<file path="config.mk">
export PLATFORM = sky130hd
export DESIGN_NAME = if_fetch
export DESIGN_NICKNAME = d
export VERILOG_FILES = /design/src/rtl/if_fetch_pkg.sv /design/src/rtl/if_fetch.sv
export SDC_FILE = /design/constraint.sdc
export NUM_CORES = 1
export LEC_CHECK = 0
export ABC_AREA = 1
export CAP_MARGIN = 20
export CORE_MARGIN = 2
export CORE_UTILIZATION = 55
export CTS_CLUSTER_DIAMETER = 40
export CTS_CLUSTER_SIZE = 12
export DETAILED_ROUTE_END_ITERATION = 7
export GPL_ROUTABILITY_DRIVEN = 1
export PLACE_DENSITY = 0.86
export SETUP_SLACK_MARGIN = 0.4
export SYNTH_ARGS = -nofsm -noshare
export SYNTH_HDL_FRONTEND = slang
export SYNTH_SLANG_ARGS = --single-unit
</file>
<file path="constraint.sdc">
create_clock -name clk_in -period 5.83 [get_ports clk_in]
set_clock_uncertainty 0.1 [all_clocks]
set_input_delay 0.8745 -clock clk_in [delete_from_list [all_inputs] [get_ports clk_in]]
set_output_delay 0.8745 -clock clk_in [all_outputs]
set_load 0.05 [all_outputs]
</file>
<file path="src/rtl/if_fetch_pkg.sv">
// if_fetch_pkg: shared state encoding and reset PC for the instruction-fetch stage
package if_fetch_pkg;
  localparam logic [31:0] IF_RESET_PC = 32'h0;
  typedef enum logic [2:0] {S0 = 3'd0, S1 = 3'd1, S2 = 3'd2, S3 = 3'd3, S4 = 3'd4, VALID = 3'd5} if_state_t;
endpackage

</file>
<file path="src/rtl/if_fetch.sv">
// if_fetch: fetches one 32-bit instruction as four byte reads and holds {pc, inst, valid} until IF_ID accepts
//   clk_in        rising-edge clock
//   rst_in        asynchronous active-low reset
//   stall_in      IF_ID cannot accept this cycle
//   jump_in       redirect request from EX, overrides grant and stall
//   jumpAddr_in   redirect target, used unaligned as given
//   memGrant_in   bus granted to IF this cycle
//   memData_in    byte for the address driven in the previous cycle
//   memReq_out    bus request (issue states S0..S3)
//   memAddr_out   byte address pc + k in state Sk
//   pc_out        PC of the held instruction
//   inst_out      held instruction, little-endian assembled
//   instValid_out pc_out/inst_out are valid
module if_fetch
  import if_fetch_pkg::*;
#(
  parameter logic [31:0] RESET_PC = IF_RESET_PC
) (
  input  logic        clk_in,
  input  logic        rst_in,
  input  logic        stall_in,
  input  logic        jump_in,
  input  logic [31:0] jumpAddr_in,
  input  logic        memGrant_in,
  input  logic [7:0]  memData_in,
  output logic        memReq_out,
  output logic [31:0] memAddr_out,
  output logic [31:0] pc_out,
  output logic [31:0] inst_out,
  output logic        instValid_out
);
  if_state_t   r_state;
  logic [31:0] r_pc;
  logic [7:0]  r_buf [0:2];
  logic [1:0]  w_k;
  // Issue states are encoded 0..3, so the low state bits are the byte offset.
  assign w_k         = r_state[1:0];
  assign memReq_out  = r_state inside {S0, S1, S2, S3};
  assign memAddr_out = r_pc + {30'd0, w_k};
  always_ff @(posedge clk_in or negedge rst_in) begin
    if (!rst_in) begin
      r_state       <= S0;
      r_pc          <= RESET_PC;
      r_buf[0]      <= 8'd0;
      r_buf[1]      <= 8'd0;
      r_buf[2]      <= 8'd0;
      inst_out      <= 32'd0;
      pc_out        <= 32'd0;
      instValid_out <= 1'b0;
    end else if (jump_in) begin
      r_pc          <= jumpAddr_in;
      r_state       <= S0;
      instValid_out <= 1'b0;
    end else begin
      case (r_state)
        S0: r_state <= memGrant_in ? S1 : S0;
        S1, S2, S3: begin
          // Byte for pc+(k-1) arrives now; a lost grant restarts the whole fetch.
          r_buf[w_k - 2'd1] <= memData_in;
          r_state           <= memGrant_in ? if_state_t'(r_state + 3'd1) : S0;
        end
        S4: begin
          inst_out      <= {memData_in, r_buf[2], r_buf[1], r_buf[0]};
          pc_out        <= r_pc;
          instValid_out <= 1'b1;
          r_state       <= VALID;
        end
        VALID: if (!stall_in) begin
          r_pc          <= r_pc + 32'd4;
          r_state       <= S0;
          instValid_out <= 1'b0;
        end
        default: r_state <= S0;
      endcase
    end
  end
endmodule

</file>
==> results_dict.tcl <==
set metrics [dict create \
    final_antenna_net_count 0 \
    clk_pin_slew_ns 0.06 \
    cts_tree "built" \
    synth_common_cells "nand2_1 (283), dfrtp_1 (124), o21ai_0 (78)" \
    h-tree-depth 4 \
    start_util_pct 56.2 \
    rsz0062_at_grt "no" \
    cp-end-kind "primary output" \
    drt-total-wl_um 18200 \
    clockBufferDepth 2 \
    gp_congestion 0.955 \
    post-cts-setup-buffer-count 0 \
    die_h_um 112 \
    synth_compound_area_share_pct 10.5 \
    pre_cts_ws_ns 2.08 \
    slew_viol_final 0 \
    outcome "finished clean" \
    die_area_sq_um 12500 \
    ys_ff_latch 124 \
    via_count 5984 \
    die_w_um 112 \
    root_buffer "clkbuf_16" \
    maxCapViolCount 0 \
    final_nets 1010 \
    synthSimpleGateAreaFrac_pct 28.2 \
    rrSetupSlack_ns 3.01 \
    setup_violations 0 \
    max_freq_ghz 0.236 \
    grt_pass1_wl_um 29900 \
    irDropWorstVdd_mv 0.244 \
    pin_count 143 \
    syn_nets 872 \
    cts_sinks 124 \
    arrival_ns 3.26 \
    yosys.area.top_type "dfrtp_1" \
    period_share_pct 72.6 \
    numCtsBuffers 17 \
    yosys.area_share.xor_xnor_pct 4.10 \
    fin_crit_ns 4.23 \
    grt_util_all_layers_pct 29.9 \
    syn_avg_cell_area_sq_um 7.85 \
    grt_max_degree 82 \
    async_flop_share_pct 100 \
    synth.cell_area_sq_um 6420 \
    hpwl_um 12300 \
    synth_cell_types 34 \
    power.density_nw_per_um2 339 \
    core_sq_um 11400 \
    leakage_nw 4.18 \
    synthMuxAreaShare_pct 0 \
    vias_per_cell 5.39 \
    synthAdderAreaFrac_pct 2.07 \
    multi_input_area_sq_um 2880 \
    ys.warnings.count 0 \
    area_growth_pct 33.3 \
    wire_per_inst_um 16.3 \
    drt-initial-drc-count 588 \
    drc 0 \
    first_global_vias 5781 \
    final_hold_viol_count 0 \
    worst_hold_path_type "in2async" \
    synth_top_area_share_pct 48.4 \
    synth_cells 817 \
    diodes 0 \
    synth.area.top_cells "dfrtp_1 (48%), nand2_1 (17%), o21ai_0 (6.1%), inv_1 (4.3%), xor2_1 (3.8%)" \
    synth_top_family_by_area "simple AND/OR/NAND/NOR gates" \
    worstPathRequired_ns 4.86 \
    antenna_found_initial 0 \
    regArea_sq_um 3100 \
    synth_most_common_cell "nand2_1" \
    drive_above_1_share_pct 7.54 \
    dr.pass1.iters 6 \
    postLayoutSetupSlackWorst_ns 1.60 \
    ctsHoldBuffers 0 \
    overflow 0 \
    io_buffer_count 142 \
    cp-start-kind "flip-flop" \
    synth_edf_count 0 \
    row_count 39 \
    worst_slew_pin_slew_ns 0.960 \
    setup_tns_ns 0 \
    synthFlopType "dfrtp_1" \
    critPathMaxFanout 7 \
    cts_resized 0 \
    ys_seq_area_share_pct 48.4 \
    criticalPathCategory "reg2out" \
    nFillCells 821 \
    clk_latency_ns 0.42 \
    slew_headroom_pct 35.9 \
]
[sequential cells by signal, indices dropped and copies added (netlist names)]
signal         count
instValid_out      1
inst_out          32
pc_out            32
r_buf             24
r_pc              32
r_state            3
[area by class of cell]
type | instances | area share [%]
Clock inverter | 13 | 2.11
Inverter | 77 | 3.38
Timing Repair Buffer | 149 | 17.4
Tap cell | 143 | 2.09
Multi-Input combinational cell | 586 | 33.7
Sequential cell | 124 | 36.3
Clock buffer | 19 | 5.06
[where the power goes]
group          switching, mW  leakage, nW  internal, mW
clock network          0.423        0.293         0.684
logic                  0.505         2.31         0.241
registers             0.0877         1.57         0.956
[kinds of logic (layout without fill, tap and decap cells)]
kind of cell	after synthesis	count (layout)
and+or+nand+nor	417	417
AOI/OAI and AO/OA	129	129
DFF	124	124
buffers and inverters	107	258
xor gates and xnor gates	30	30
adders and majority gates	10	10
[per-stage QoR]
step           cell area, sq um  util, %  instances  hold slack [ns]  total power, mW
3_5_place_dp               7920     69.3       1078            0.357             1.79
4_1_cts                    8530     74.7       1110            0.373             2.90
2_1_floorplan              6420        -        817            0.349             1.51
6_report                   8550     74.9       1111            0.323             2.90
3_3_place_gp               7920     69.3       1078            0.354             1.78
5_1_grt                    8550     74.9       1111            0.357             3.00
[layout by cell type, fill, tap and decap left out, types with 12 or more instances in the layout]
master,count
xor2_1,28
clkbuf_16,17
nand3_1,37
clkdlybuf4s50_1,141
nor2_1,61
nor2_2,12
inv_1,73
dfrtp_1,124
a21oi_1,29
o21ai_0,78
nand2_1,283
[worst max-delay path, stage by stage (launching register included)]
cell and delay [ns]:
dfrtp_1 0.46, ha_1 0.24, inv_1 0.07, fa_1 0.52, inv_1 0.18, nand2_1 0.10, nor2_1 0.21, nand2_1 0.10
xor2_1 0.15, clkdlybuf4s50_1 0.82
[layer usage]
| metal | track usage [%] | routed length, um | part of all wire [%] |
|---|---|---|---|
| met1 | 40.3 | 7770 | 43 |
| met2 | 49.5 | 8870 | 49 |
| met3 | 5.56 | 1150 | 6.3 |
| met4 | 9.51 | 375 | 2.1 |
| met5 | 0 | 0 | 0 |
[path summary, 6_finish.rpt]
| check | endpoint | depth (start not counted) | from |
|---|---|---|---|
| max in group asynchronous | pc_out[15] | 2 | rst_in |
| worst max register to register | pc_out[26] | 9 | r_state[0] |
| worst max-delay path | memAddr_out[30] | 9 | r_state[0] |
| worst min-delay path | r_buf[16] | 1 | rst_in |
| min in group clk_in | inst_out[1] | 2 | inst_out[1] |
| worst min register to register | inst_out[1] | 2 | inst_out[1] |
Power figures use the tool's default switching activity.
